File: src/rtl/vga_pkg.sv
// Shared VGA definitions: RRRGGGBB palette, tile-grid geometry and tile-entry layout.
// Used by the pixel fetch pipeline and the CPU-side tile writer.
package vga_pkg;

    localparam logic [7:0] BLACK   = 8'b000_000_00;
    localparam logic [7:0] BLUE    = 8'b000_000_11;
    localparam logic [7:0] GREEN   = 8'b000_111_00;
    localparam logic [7:0] CYAN    = 8'b000_111_11;
    localparam logic [7:0] RED     = 8'b111_000_00;
    localparam logic [7:0] MAGENTA = 8'b111_000_11;
    localparam logic [7:0] YELLOW  = 8'b111_111_00;
    localparam logic [7:0] WHITE   = 8'b111_111_11;

    localparam int COLS    = 40;
    localparam int ROWS    = 30;
    localparam int GLYPH_W = 16;
    localparam int GLYPH_H = 16;

    localparam int TILE_PAL_MSB   = 7;
    localparam int TILE_PAL_LSB   = 5;
    localparam int TILE_GLYPH_MSB = 4;
    localparam int TILE_GLYPH_LSB = 0;

    typedef struct packed {
        logic [TILE_PAL_MSB-TILE_PAL_LSB:0]     pal;
        logic [TILE_GLYPH_MSB-TILE_GLYPH_LSB:0] glyph;
    } tile_entry_t;

    function automatic logic [7:0] palette(input logic [2:0] idx);
        logic [7:0] color;
        case (idx)
            3'd0:    color = BLACK;
            3'd1:    color = BLUE;
            3'd2:    color = GREEN;
            3'd3:    color = CYAN;
            3'd4:    color = RED;
            3'd5:    color = MAGENTA;
            3'd6:    color = YELLOW;
            3'd7:    color = WHITE;
            default: color = BLACK;
        endcase
        return color;
    endfunction

endpackage

File: src/rtl/tile_addr_calc.sv
// Combinational active-window test and raw-count to tile-grid mapping.
// The x/y offsets are forced to zero outside the window so no wrapped value leaks out.
module tile_addr_calc
#(
    parameter int HSTART = 145,
    parameter int VSTART = 32,
    parameter int COLS   = 40,
    parameter int ROWS   = 30
) (
    input  logic [9:0]  h_count,
    input  logic [9:0]  v_count,
    output logic        in_window,
    output logic        v_active,
    output logic [3:0]  x_in,
    output logic [3:0]  y_in,
    output logic [10:0] tile_addr
);
    import vga_pkg::GLYPH_W;
    import vga_pkg::GLYPH_H;

    localparam logic [9:0] H_LO = 10'(HSTART);
    localparam logic [9:0] H_HI = 10'(HSTART + COLS * GLYPH_W);
    localparam logic [9:0] V_LO = 10'(VSTART);
    localparam logic [9:0] V_HI = 10'(VSTART + ROWS * GLYPH_H);

    logic       h_active_s;
    logic [9:0] x_s;
    logic [8:0] y_s;
    logic [5:0] col_s;
    logic [4:0] row_s;

    // Window test, grid coordinates and row*40+col done as two shifts plus an add.
    always_comb begin
        h_active_s = (h_count >= H_LO) && (h_count < H_HI);
        v_active   = (v_count >= V_LO) && (v_count < V_HI);
        in_window  = h_active_s && v_active;
        if (h_active_s) begin
            x_s = h_count - H_LO;
        end else begin
            x_s = 10'd0;
        end
        if (v_active) begin
            y_s = 9'(v_count - V_LO);
        end else begin
            y_s = 9'd0;
        end
        col_s     = x_s[9:4];
        row_s     = y_s[8:4];
        x_in      = x_s[3:0];
        y_in      = y_s[3:0];
        tile_addr = ({6'd0, row_s} << 5) + ({6'd0, row_s} << 3) + {5'd0, col_s};
    end

endmodule

File: src/rtl/glyph_fetch.sv
// Three-stage tile/glyph fetch pipeline producing one RRRGGGBB pixel per pixEn tick,
// with the timing strobes delayed by the same three ticks.
module glyph_fetch #(
    parameter int         HSTART   = 145,
    parameter int         VSTART   = 32,
    parameter int         COLS     = 40,
    parameter int         ROWS     = 30,
    parameter logic [7:0] BG_COLOR = 8'h00
) (
    input  logic        clk,
    input  logic        clear,
    input  logic        pixEn,
    input  logic [9:0]  hCount,
    input  logic [9:0]  vCount,
    input  logic        brightIn,
    input  logic        hSyncIn,
    input  logic        vSyncIn,
    output logic [10:0] tileAddr,
    input  logic [7:0]  tileData,
    output logic [8:0]  glyphAddr,
    input  logic [15:0] glyphData,
    output logic [7:0]  pixelData,
    output logic        brightOut,
    output logic        hSyncOut,
    output logic        vSyncOut,
    output logic        vBlank
);
    import vga_pkg::tile_entry_t;
    import vga_pkg::palette;

    logic        in_window_s;
    logic        v_active_s;
    logic [3:0]  x_in_s;
    logic [3:0]  y_in_s;
    logic [10:0] tile_addr_s;

    logic [10:0] tile_addr_r;
    logic        v0_r;
    logic [3:0]  x_in0_r;
    logic [3:0]  y_in0_r;
    logic        bright0_r, hsync0_r, vsync0_r;
    logic        vblank_r;

    logic [8:0]  glyph_addr_r;
    logic        v1_r;
    logic [2:0]  pal1_r;
    logic [3:0]  x_in1_r;
    logic        bright1_r, hsync1_r, vsync1_r;

    logic [7:0]  pixel_r;
    logic        bright2_r, hsync2_r, vsync2_r;

    tile_entry_t tile_s;
    logic        lit_s;
    logic [7:0]  pix_next_s;

    tile_addr_calc #(
        .HSTART (HSTART),
        .VSTART (VSTART),
        .COLS   (COLS),
        .ROWS   (ROWS)
    ) u_tile_addr_calc (
        .h_count   (hCount),
        .v_count   (vCount),
        .in_window (in_window_s),
        .v_active  (v_active_s),
        .x_in      (x_in_s),
        .y_in      (y_in_s),
        .tile_addr (tile_addr_s)
    );

    // S0: issue tile-map address and capture the sample's position and timing.
    always_ff @(posedge clk or negedge clear) begin
        if (!clear) begin
            tile_addr_r <= 11'd0;
            v0_r        <= 1'b0;
            x_in0_r     <= 4'd0;
            y_in0_r     <= 4'd0;
            bright0_r   <= 1'b0;
            hsync0_r    <= 1'b1;
            vsync0_r    <= 1'b1;
            vblank_r    <= 1'b1;
        end else if (pixEn) begin
            if (in_window_s) begin
                tile_addr_r <= tile_addr_s;
            end
            v0_r      <= in_window_s && brightIn;
            x_in0_r   <= x_in_s;
            y_in0_r   <= y_in_s;
            bright0_r <= brightIn;
            hsync0_r  <= hSyncIn;
            vsync0_r  <= vSyncIn;
            vblank_r  <= !v_active_s;
        end
    end

    // Tile entry decode and S2 pixel selection; glyph 0 never lights a pixel.
    always_comb begin
        tile_s = tile_entry_t'(tileData);
        lit_s  = glyphData[4'd15 - x_in1_r];
        if (v1_r && lit_s) begin
            pix_next_s = palette(pal1_r);
        end else begin
            pix_next_s = BG_COLOR;
        end
    end

    // S1: issue glyph-row address and capture palette/validity from the tile entry.
    always_ff @(posedge clk or negedge clear) begin
        if (!clear) begin
            glyph_addr_r <= 9'd0;
            v1_r         <= 1'b0;
            pal1_r       <= 3'd0;
            x_in1_r      <= 4'd0;
            bright1_r    <= 1'b0;
            hsync1_r     <= 1'b1;
            vsync1_r     <= 1'b1;
        end else if (pixEn) begin
            glyph_addr_r <= {tile_s.glyph, y_in0_r};
            v1_r         <= v0_r && (tile_s.glyph != 5'd0);
            pal1_r       <= tile_s.pal;
            x_in1_r      <= x_in0_r;
            bright1_r    <= bright0_r;
            hsync1_r     <= hsync0_r;
            vsync1_r     <= vsync0_r;
        end
    end

    // S2: register the pixel and the aligned timing strobes.
    always_ff @(posedge clk or negedge clear) begin
        if (!clear) begin
            pixel_r   <= BG_COLOR;
            bright2_r <= 1'b0;
            hsync2_r  <= 1'b1;
            vsync2_r  <= 1'b1;
        end else if (pixEn) begin
            pixel_r   <= pix_next_s;
            bright2_r <= bright1_r;
            hsync2_r  <= hsync1_r;
            vsync2_r  <= vsync1_r;
        end
    end

    assign tileAddr  = tile_addr_r;
    assign glyphAddr = glyph_addr_r;
    assign pixelData = pixel_r;
    assign brightOut = bright2_r;
    assign hSyncOut  = hsync2_r;
    assign vSyncOut  = vsync2_r;
    assign vBlank    = vblank_r;

endmodule

File: config.mk
export PLATFORM = sky130hd
export DESIGN_NAME = glyph_fetch
export DESIGN_NICKNAME = d
export VERILOG_FILES = /design/src/rtl/vga_pkg.sv /design/src/rtl/tile_addr_calc.sv /design/src/rtl/glyph_fetch.sv
export SDC_FILE = /design/constraint.sdc
export NUM_CORES = 1
export LEC_CHECK = 0
export CORE_UTILIZATION = 44
export DETAILED_ROUTE_END_ITERATION = 8
export MAX_ROUTING_LAYER = met4
export PLACE_DENSITY = 0.76
export SETUP_SLACK_MARGIN = 0.05
export SYNTH_ARGS = -nofsm -noshare
export SYNTH_HDL_FRONTEND = slang
export SYNTH_SLANG_ARGS = --single-unit
File: constraint.sdc
create_clock -name clk -period 1.9 [get_ports clk]
set_clock_uncertainty 0.1 [all_clocks]
set_input_delay 0.285 -clock clk [delete_from_list [all_inputs] [get_ports clk]]
set_output_delay 0.285 -clock clk [all_outputs]
set_load 0.02 [all_outputs]
# [Yosys cells after proc, flatten, opt, wreduce, memory -nomap -nowiden]
# Memories as Yosys holds them, arrays and structs flattened.
# Cells that the tools add are included.
# W data, S select, Z words.
[classes] n_addsub=5 mul=0 div_mod_pow=0 magnitude_cmp=5 n_eq_ne=0 shifts=0 n_mux=5 bitwise=0 n_reduce_logical=9
[ops] cell="$lt A10 B10 Y1 const B" count=2
[ops] cell="$add A10 B8 Y11" count=1
[ops] cell="$add A11 B6 Y11" count=1
[ops] cell="$ge A10 B6 Y1 const B" count=1
[ops] cell="$ge A10 B8 Y1 const B" count=1
[ops] cell="$mux W10" count=1
[ops] cell="$sub A10 B8 Y10 const B" count=1
[ops] cell="$mux W9" count=1
[ops] cell="$sub A9 B6 Y9 const B" count=1
[ops] cell="$mux W8" count=1
[ops] cell="$logic_and A1 B1 Y1" count=6
[ops] cell="$lt A4 B5 Y1 const B" count=1
[ops] cell="$reduce_bool A5 Y1" count=1
[ops] cell="$bmux W1 S4" count=1
[ops] cell="$sub A4 B4 Y4 const A" count=1
[ops] cell="$reduce_and A2 Y1" count=1
[ops] cell="$logic_not A1 Y1" count=1
[ops] cell="$mux W1" count=1
[totals] ff_bits=55 latch_bits=0 mem_bits_rw=0 romBits=64 inputBits=50 out_inout_bits=32 elab_cells=44 memories=1
[memory_table] name="(no name shown)" depth=8 width=8 rd=1 rd_ports_with_merged_regs=0 wr=0 line_no="vga_pkg.sv:31" rtl="case (idx)"

# [Longest topological paths before layout]
# Gate-level depths: netlist of run 1.
[logic_depth] word_depth=5 depth_mapped=16 mapped_depth_nobuf=15

# [Modules after synthesis]
# A second synthesis of run 1 with hierarchy kept.
[unflattened] cells_unflattened=235 area_unflattened_um2=2787.7
[modules_own_cells] module="glyph_fetch" instances=1 cells_each=147 area_each_um2=2082.0 seq_area_each_um2=1260.0
[modules_own_cells] module="tile_addr_calc" instances=1 cells_each=88 area_each_um2=705.7 seq_area_each_um2=0.0

# [Worst setup path after synthesis of run 1]
# No wires, ideal clock.
[synth_timing] path_kind="input-to-reg" startpoint="input port hCount[1]" endpoint="register tile_addr_r[9] (netlist: tileAddr[9])" setup_time_ps=125 t_arrival_ps=3493 required_time_ps=1675 setup_slack_ps=-1818 stages=15 path_buffers=1 cell_sequence="inv_1 ha_1 or3b_4 a2111oi_4 o22ai_1 clkbuf_1 nand2b_1 fa_1 inv_1 ha_1 a211oi_1 o21bai_1 a21oi_1 xnor2_1 mux2_4"
[synth_between] elab_chain_cells=4 word_cells_on_any_way=8 classes_between="add/sub (2); order compare (2); mux (1); reduce/logical (3)"
[synth_rtl] element="from (decl)" line_no="glyph_fetch.sv:13" rtl="input logic [9:0] hCount,"
[synth_rtl] element="$ge A10 B8 Y1 or $lt A10 B10 Y1 (tied branches)" line_no="tile_addr_calc.sv:34" rtl="h_active_s = (h_count >= H_LO) && (h_count < H_HI);"
[synth_rtl] element="$logic_and A1 B1 Y1" line_no="tile_addr_calc.sv:34"
[synth_rtl] element="$mux W10 or $logic_and A1 B1 Y1 (tied branches)" line_no="tile_addr_calc.sv:37, tile_addr_calc.sv:36"
[synth_rtl] element="$add A11 B6 Y11 or $reduce_and A2 Y1 (tied branches)"
[synth_rtl] element="to (signal assigned)" line_no="glyph_fetch.sv:85" rtl="tile_addr_r <= tile_addr_s;"
[synth_rtl] element="to (decl)" line_no="glyph_fetch.sv:37" rtl="logic [10:0] tile_addr_r;"
# Several ways; a longest one is shown, not always the timed one.
# A chain may end at the register's enable or synchronous reset.

# [Worst setup path in the final report of run 1]
# Same ends and word-level chain as after synthesis.

==> results.yml, run 1 <==
route:
  wl_per_cell_um: 15.3
  viasPerCell: 5.14
  drt-initial-drc-count: 68
  first_pass_iters: 4
  vias: 2181
  route.detailed.drc: 0
  drt_wl_total_mm: 6.48
  detail-route-antenna-nets: 0
global_routing:
  grt_usage_pct: 22.2
  overflow: 0
  grt_busiest_layer: "met2"
  grt_pass1_vias: 2285
  grt_util_met2_pct: 38.0
  grt_max_degree: 34
  met1_usage_pct: 27.4
  antenna_found_initial: 0
  grt_first_pass_wirelength_mm: 10.6
  grt_use_met3_pct: 4.46
timing:
  fin_crit_sh_pct: 163
  rsz0062_at_grt: "yes"
  fin_ws_ns: -1.20
  tightest_slew_ns: 0.513
  whs_ns: 0.249
  finalSetupViolCount: 11
  fin_crit_ns: 3.10
  hold_viol_final: 0
  max_slew_margin_pct: 65.6
  final_max_slew_viol_count: 0
  fmax_ghz: 0.322
pwr:
  p_per_area_mw_per_mm2: 744
  ir_worst_vdd_v: 0.000478
  p_leak_nw: 1.82
  p_total_w: 0.00314
run:
  maxCapViolCount: 0
worst_hold_path:
  hold_path.class: "in2reg"
  min-delay-start: "hCount[0]"
die:
  die_area_mm2: 0.00640
  die_height_um: 80.0
  core_area_mm2: 0.00589
  ios: 82
  fp.dieW_um: 80.0
  start_util_pct: 45.5
  rows: 28
synth:
  yosys_warnings: 0
  synth.area.top_cells: "dfrtp_1, mux2_2, dfstp_2"
  synthCells: 226
  syn_nets: 290
  synthesis.area_mm2: 0.00268
  synth-edff-count: 0
  async_flop_share_pct: 100
  synth_largest_area_cell: "dfrtp_1"
  synth-seq-cells: 50
  yosysSeqAreaShare_pct: 47.0
  ys.flop_type: "dfrtp_1"
  synth_top_cell_area_share_pct: 40.2
  synth_cell_types: 45
  syn_area_per_cell_um2: 11.9
critical_path:
  reg2reg_depth: 5
  worstPathRequired_ns: 2.00
  cp-start-kind: "primary input"
  cp-startpoint: "hCount[1]"
  crit_path_end: "tileAddr[9]"
  worst-setup-path-type: "in2reg"
  reg2reg_to: "pixelData[6]"
  reg2reg_slack_ns: 0.10
  arrival_ns: 3.21
  crit_path_end_kind: "register"
  r2r-start: "x_in1_r[0]"
  crit_fanout: 2
clock_tree:
  clk_pin_slew_ns: 0.10
  ctsLongestPathBuffers: 2
  htreeDepth: 2
  cts_tree: "yes"
  cts.sinks: 50
  ctsRootBufferMaster: "clkbuf_8"
  numCtsBuffers: 5
  clock_latency_ns: 0.31
layout:
  area_growth_pct: 57.6
  drive_gt1_share_pct: 39.3
  fin_nets: 412
  nFillCells: 422
  fin_area_mm2: 0.00422
  n_antenna_cell: 0
outcome:
  status: "finished with violations"
  violations: "setup timing"
placed_design:
  hpwl_mm: 4.76
  port-buffer-count: 81
  placed_area_mm2: 0.00392
  gp_congestion: 0.859
[layout by cell type, fill, tap and decap left out, types with 3 or more instances in the layout]
cell type	instances
inv_1	12
nor3_1	5
mux2_2	26
a22o_1	4
dfstp_2	7
o21ai_0	11
xnor2_1	6
ha_1	6
o21ai_1	4
clkbuf_8	5
clkdlybuf4s50_1	72
dfrtp_1	42
xor2_1	5
o21a_1	3
buf_4	44
buf_2	4
mux2_4	6
nand3_1	5
nor2_1	3
ha_4	6
nand2_1	7
mux2i_1	4
[final cells by class]
class	count	area (um2)	share of cell area (%)
Clock buffer	5	68.8	1.63
Clock inverter	3	28.8	0.682
Inverter	16	75.1	1.78
Multi-Input combinational cell	146	1510	35.7
Sequential cell	50	1260	29.9
Tap cell	75	93.8	2.22
Timing Repair Buffer	129	1190	28.1
[per-stage QoR]
stage / setup TNS [ns] / worst slack [ns] / instances / util [%]
floorplan: -8.59 / -1.40 / 226 / -
global placement: -18.87 / -1.88 / 411 / 66.7
detailed placement: -20.03 / -1.96 / 411 / 66.7
CTS: -10.08 / -1.34 / 424 / 70.8
global route: -10.06 / -1.34 / 424 / 71.7
finish: -8.79 / -1.20 / 424 / 71.7
[cells by family (layout without fill, tap and decap cells)]
| group | after synthesis | count (layout) | share of synthesized area (%) |
|---|---|---|---|
| flops | 50 | 50 | 47.0 |
| compound gates | 43 | 43 | 11.3 |
| simple gates | 39 | 39 | 7.94 |
| mux | 38 | 38 | 17.5 |
| buf+inv | 30 | 153 | 5.23 |
| fa+ha+maj | 14 | 14 | 7.10 |
| xor+xnor | 12 | 12 | 3.92 |
[Yosys cell counts, drive strengths merged (4+ instances only)]
master	n
o21ai	16
mux2	32
o31ai	4
xor2	6
buf	8
nor2	5
mux2i	4
a22o	4
nor2b	4
nand3	5
xnor2	6
nor3	6
dfstp	7
inv	16
a21oi	4
clkbuf	6
dfrtp	43
nand2	7
ha	12
[power breakdown]
group / internal, W / total, W / switching [W] / leakage (nW)
combinational: 0.000645 / 0.00114 / 0.000496 / 1.16
sequential: 0.00124 / 0.00134 / 0.000101 / 0.613
clock: 0.000274 / 0.000661 / 0.000387 / 0.0502
[sequential cells by signal, indices dropped and copies added (netlist names), 3 cells and up]
register / cells
tileAddr: 11
glyphAddr: 9
x_in0_r: 4
x_in1_r: 4
y_in0_r: 4
pal1_r: 3
pixelData: 3
[what timing repair did]
| action | 4_1_cts | 5_1_grt |
|---|---|---|
| endpoints found under the setup margin | 20 | 21 |
| endpoints found under the hold margin | 13 | 0 |
| setup buffers | 5 | 1 |
| gates resized for setup | 45 | 14 |
| hold buffers | 1 | 0 |
| pin swaps | 19 | 21 |
[worst max-delay path, stage by stage]
cell	delay [ns]
buf_6	0.09
buf_6	0.12
inv_12	0.04
ha_4	0.11
or3b_4	0.39
a2111oi_4	0.31
o22ai_2	0.13
nand2b_4	0.16
fa_1	0.51
inv_2	0.05
ha_4	0.21
a211oi_2	0.18
o21bai_1	0.08
a21oi_1	0.16
xnor2_1	0.09
mux2_4	0.26
[routing by layer]
layer	vias up	wire length [um]
li1	1042	-
met1	1053	2800
met2	78	3180
met3	8	449
met4	0	48
met5	-	0
[how the worst min path moves through the flow]
stage,endpoint,slack [ns],depth (start not counted)
2_1_floorplan,bright0_r,-0.11,0
3_3_place_gp,glyphAddr[0],0.16,1
3_5_place_dp,y_in0_r[0],0.17,1
4_1_cts,x_in0_r[0],0.25,3
5_1_grt,x_in0_r[0],0.25,3
6_report,x_in0_r[0],0.25,3
(Power assumes the default switching activity.)
==> run 2, diff against run 1 <==
- PLACE_DENSITY: 0.76 -> 0.75
==> run 2 against run 1 <==
Effect of this change:
- the run still ends with setup timing left
- routed wire length is 5.1% lower
- setup slack better by 0.016 ns
- non-clock buffer count is 3 higher
- die area stayed put
- flip-flop and latch count stayed put
- clock power hardly changed
- critical path depth stayed put
- maximum frequency is 0.53% higher
- power is 1.5% lower
- via count is 1.7% lower
- core utilization is 1.2 points lower
- critical path type unchanged
==> results.yml, run 2 (synthesis results as in run 1) <==
outcome:
  status: "finished with violations"
  violations: "setup timing"
worst_hold_path:
  min-delay-start: "hCount[0]"
  min_path_cells: 3
  whs_endpoint: "x_in0_r[0]"
  hold_path.class: "in2reg"
die:
  core_area_mm2: 0.00589
  fp.dieW_um: 80.0
  die_area_mm2: 0.00640
  ios: 82
  start_util_pct: 45.5
  rows: 28
  die_height_um: 80.0
layout:
  fin_nets: 415
  nFillCells: 440
  area_growth_pct: 55.0
  mostFrequentLayoutCells: "clkdlybuf4s50_1, buf_4, dfrtp_1, mux2_2, inv_1"
  largest_reg_flops: 11
  drive_gt1_share_pct: 37.5
  regArea_mm2: 0.00126
  fin_area_mm2: 0.00415
  n_antenna_cell: 0
  layout_commonest_cell: "clkdlybuf4s50_1"
  multi_input_area_mm2: 0.00144
timing:
  fin_crit_ns: 3.09
  fmax_ghz: 0.324
  rsz0062_at_grt: "yes"
  hold_viol_final: 0
  max_slew_margin_pct: 61.7
  tightest_slew_ns: 0.570
  fin_ws_ns: -1.19
  fin_tns_setup_ns: -8.61
  final_max_slew_viol_count: 0
  fin_crit_sh_pct: 162
  finalSetupViolCount: 11
clock_tree:
  clk_pin_slew_ns: 0.09
  cts_tree: "yes"
  ctsRootBufferMaster: "clkbuf_8"
  clock_latency_ns: 0.31
  htreeDepth: 2
  cts.sinks: 50
  ctsLongestPathBuffers: 2
  numCtsBuffers: 5
critical_path:
  cp_slowest_cell: "fa_1"
  worstPathRequired_ns: 2.00
  slowest_delay_ns: 0.51
  worst-setup-path-type: "in2reg"
  cp-start-kind: "primary input"
  crit_fanout: 2
  crit_path_end_kind: "register"
  crit_chain: "buf_6 > buf_6 > inv_12 > ha_4 > or3b_4 > a2111oi_4 > o22ai_2 > nand2b_4 > fa_1 > inv_2 > ha_4 > a211oi_2 > o21bai_1 > a21oi_1 > xnor2_1 > mux2_4"
  path_delay_family: "compound AO/OA/AOI/OAI gates"
  reg2reg_depth: 5
  arrival_ns: 3.18
  r2r-start: "x_in1_r[0]"
  reg2reg_slack_ns: 0.08
  reg2reg_to: "pixelData[6]"
  path_buf_inv: 4
global_routing:
  grt_max_degree: 33
  grt_first_pass_wirelength_mm: 10.2
  overflow: 0
  antenna_found_initial: 0
  grt_pass1_vias: 2183
  grt_usage_pct: 21.4
placed_design:
  port-buffer-count: 81
  placed_area_mm2: 0.00393
  gp_congestion: 0.863
  hpwl_mm: 4.69
pwr:
  p_leak_nw: 1.82
  p_per_area_mw_per_mm2: 745
  ir_worst_vdd_v: 0.000460
route:
  vias: 2144
  route.detailed.drc: 0
  viasPerCell: 5.02
  drt_wl_total_mm: 6.15
  drt-initial-drc-count: 121
  wl_per_cell_um: 14.4
  detail-route-antenna-nets: 0
  first_pass_iters: 4
run:
  maxCapViolCount: 0
-- run 2: changes by cell type in the layout (fill, tap and decap cells not counted), sizes merged --
cell / delta
dlygate4sd2: +1
clkbuf: +1
dlymetal6s2s: -1
clkdlybuf4s50: -1
buf: +3
-- run 2: how the worst max path moves through the flow --
| stage | start | end | slack [ns] | cells past startpoint |
|---|---|---|---|---|
| finish | hCount[1] | tileAddr[9] | -1.19 | 16 |
| global route | hCount[3] | tileAddr[9] | -1.29 | 14 |
| CTS | hCount[1] | tileAddr[9] | -1.34 | 14 |
| detailed placement | hCount[1] | tileAddr[9] | -1.90 | 16 |
| global placement | hCount[1] | tileAddr[9] | -1.86 | 16 |
| floorplan | hCount[1] | tileAddr[9] | -1.40 | 15 |
-- run 2: cell type report --
| type | count | share of cell area, % |
|---|---|---|
| Tap cell | 75 | 2.26 |
| Timing Repair Buffer | 132 | 28.6 |
| Inverter | 16 | 1.81 |
| Clock inverter | 3 | 0.693 |
| Sequential cell | 50 | 30.3 |
| Clock buffer | 5 | 1.66 |
| Multi-Input combinational cell | 146 | 34.6 |
-- run 2: repair_timing --
item / CTS / global route
endpoints found under the hold margin: 12 / 0
pin swaps: 14 / 12
hold buffers: 1 / 0
setup endpoints to repair: 20 / 20
setup buffers: 5 / 2
resized for setup: 33 / 8
-- run 2: power breakdown --
group          leakage, nW  internal (W)  switching, W
Clock               0.0502      0.000273      0.000385
Combinational         1.15      0.000629      0.000478
Sequential           0.614       0.00124     0.0000908
-- run 2: worst register-to-register path, cell delays in order (launching register included) --
cell	delay [ns]
dfrtp_1	0.47
buf_4	0.17
mux4_2	0.50
nor2b_1	0.16
o22ai_2	0.12
a22o_1	0.20
-- run 2: layer usage --
metal  vias up  wire (um)  GRT usage [%]
li1       1055          -              -
met1      1018       2740           27.1
met2        64       2990           34.8
met3         7        344           4.00
met4         0         71           6.61
met5         -          0              -
-- run 2: through the flow --
stage                     util (%)  power, W  std cells  setup WS [ns]  hold WS (ns)
after floorplan                  -   0.00188        226          -1.40        -0.111
after global placement        66.8   0.00240        413          -1.86         0.144
after detailed placement      66.8   0.00242        413          -1.90         0.148
after CTS                     69.6   0.00310        425          -1.34         0.245
after global routing          70.5   0.00327        427          -1.29         0.251
final                         70.5   0.00309        427          -1.19         0.253
==> run 3, diff against run 2 <==
- CAP_MARGIN: unset -> 20
- CORE_ASPECT_RATIO: unset -> 0.6
- CTS_BUF_LIST: unset -> sky130_fd_sc_hd__clkbuf_16
==> run 3 against run 2 <==
Effect of this change:
- the flow still finishes with violations (setup timing)
- power rose by 11%
- flip-flop and latch count is the same
- combinational power increased by 6%
- clock-buffer cell count did not move
- register-to-register slack better by 0.04 ns
- first-iteration DRC count grew 12%
- via count grew 4.9%
- cell count is 1.4% higher
- maximum frequency down 2.9%
- highest routed layer unchanged
==> results.yml, run 3 (synthesis results as in run 1) <==
outcome:
  status: "finished with violations"
  violations: "setup timing"
layout:
  fin_area_mm2: 0.00435
  mostFrequentLayoutCells: "clkdlybuf4s50_1, dfrtp_1, buf_4, mux2_2, inv_1"
  n_antenna_cell: 0
  drive_gt1_share_pct: 40.2
  fin_nets: 416
  largest_reg_flops: 11
  layout_commonest_cell: "clkdlybuf4s50_1"
  final_util_pct: 76.0
  area_growth_pct: 62.4
critical_path:
  reg2reg_depth: 5
  crit_fanout: 2
  arrival_ns: 3.25
  worstPathRequired_ns: 1.97
  reg2reg_slack_ns: 0.12
  reg2reg_to: "pixelData[6]"
  worst-setup-path-type: "in2reg"
  cp-start-kind: "primary input"
  r2r-start: "x_in1_r[0]"
  crit_path_end_kind: "register"
route:
  vias: 2249
  route.detailed.drc: 0
  drt-initial-drc-count: 135
  viasPerCell: 5.19
  drt_wl_total_mm: 7.22
  detail-route-antenna-nets: 0
  wl_per_cell_um: 16.7
  first_pass_iters: 4
worst_hold_path:
  whs_endpoint: "x_in0_r[0]"
  min-delay-start: "hCount[0]"
  hold_path.class: "in2reg"
  min_path_cells: 3
placed_design:
  port-buffer-count: 81
  hpwl_mm: 5.04
  placed_area_mm2: 0.00393
  gp_congestion: 0.883
global_routing:
  grt_pass1_vias: 2217
  grt_usage_pct: 22.6
  grt_first_pass_wirelength_mm: 10.9
  overflow: 0
  grt_max_degree: 34
  antenna_found_initial: 0
die:
  die_height_um: 62.4
  start_util_pct: 46.8
  ios: 82
  fp.dieW_um: 103
  core_area_mm2: 0.00573
  rows: 21
  die_area_mm2: 0.00641
timing:
  fmax_ghz: 0.315
  tightest_slew_ns: 0.584
  finalSetupViolCount: 15
  fin_crit_ns: 3.18
  rsz0062_at_grt: "yes"
  hold_viol_final: 0
  max_slew_margin_pct: 60.8
  final_max_slew_viol_count: 0
  fin_ws_ns: -1.28
  fin_crit_sh_pct: 167
  whs_ns: 0.263
pwr:
  ir_worst_vdd_v: 0.000475
  p_leak_nw: 1.88
  p_per_area_mw_per_mm2: 788
  comb_power_share_pct: 34.3
  netSwitchingPower_w: 0.00103
  p_seq_share_pct: 39.0
  p_total_w: 0.00343
  swShare_pct: 30.1
  pwr-share-clk_pct: 26.7
  power.internal_w: 0.00240
clock_tree:
  clock_latency_ns: 0.29
  clk_pin_slew_ns: 0.07
  cts_tree: "yes"
  htreeDepth: 2
  numCtsBuffers: 5
  ctsRootBufferMaster: "clkbuf_16"
  cts.sinks: 50
  ctsLongestPathBuffers: 2
run:
  maxCapViolCount: 0
run 3: worst max-delay path by stage:
stage                         start            to  slack (ns)  cells after the start
after floorplan           hCount[1]   tileAddr[9]       -1.40                     15
after global placement    hCount[1]   tileAddr[9]       -1.89                     16
after detailed placement  hCount[1]   tileAddr[9]       -1.99                     16
after CTS                 hCount[1]   tileAddr[9]       -1.40                     16
after global routing      hCount[1]  tileAddr[10]       -1.36                     16
final                     hCount[1]   tileAddr[9]       -1.28                     16
run 3: per-layer routing:
metal	track usage [%]	part of all wire (%)	up-vias	wire (um)
li1	-	-	1059	-
met3	4.59	5.2	4	377
met5	-	0	-	0
met1	32.1	48	1125	3440
met4	4.58	0.82	0	59
met2	33.8	46	61	3340
run 3: power groups by stage:
stage | combinational, W | sequential [W] | clock, W
2_1_floorplan | 0.000424 | 0.00146 | 0
4_1_cts | 0.00112 | 0.00133 | 0.000928
5_1_grt | 0.00125 | 0.00136 | 0.000994
3_5_place_dp | 0.00107 | 0.00135 | 0
3_3_place_gp | 0.00106 | 0.00134 | 0
6_report | 0.00118 | 0.00134 | 0.000915
run 3: critical path: stages:
cell and delay (ns):
buf_6 0.10, buf_6 0.12, inv_12 0.05, ha_4 0.11, or3b_4 0.39, a2111oi_4 0.31
o22ai_2 0.15, nand2b_4 0.16, fa_1 0.54, inv_2 0.06, ha_4 0.22, a211oi_2 0.17
o21bai_1 0.10, a21oi_2 0.15, xnor2_1 0.08, mux2_4 0.26
run 3: area by class of cell:
type / count / area (um2)
multi-input cells: 147 / 1530
fillers: 362 / 1380
flip-flops and latches: 50 / 1260
repair buffers: 132 / 1230
clock buffers: 5 / 125
well taps: 80 / 100
inverters: 16 / 75.1
clock inverters: 3 / 28.8
run 3: repair_timing:
item | 4_1_cts | 5_1_grt
setup endpoints to repair | 19 | 18
hold buffers | 1 | 0
setup buffers | 5 | 5
pin swaps | 18 | 21
gates cloned | 0 | 1
endpoints found under the hold margin | 17 | 0
resized for setup | 41 | 21
run 3: stage by stage:
stage	setup slack (ns)	setup TNS (ns)	std cells
after floorplan	-1.40	-8.59	226
after CTS	-1.40	-9.94	428
final	-1.28	-10.07	433
after global placement	-1.89	-20.07	417
after global routing	-1.36	-10.85	433
after detailed placement	-1.99	-20.79	417
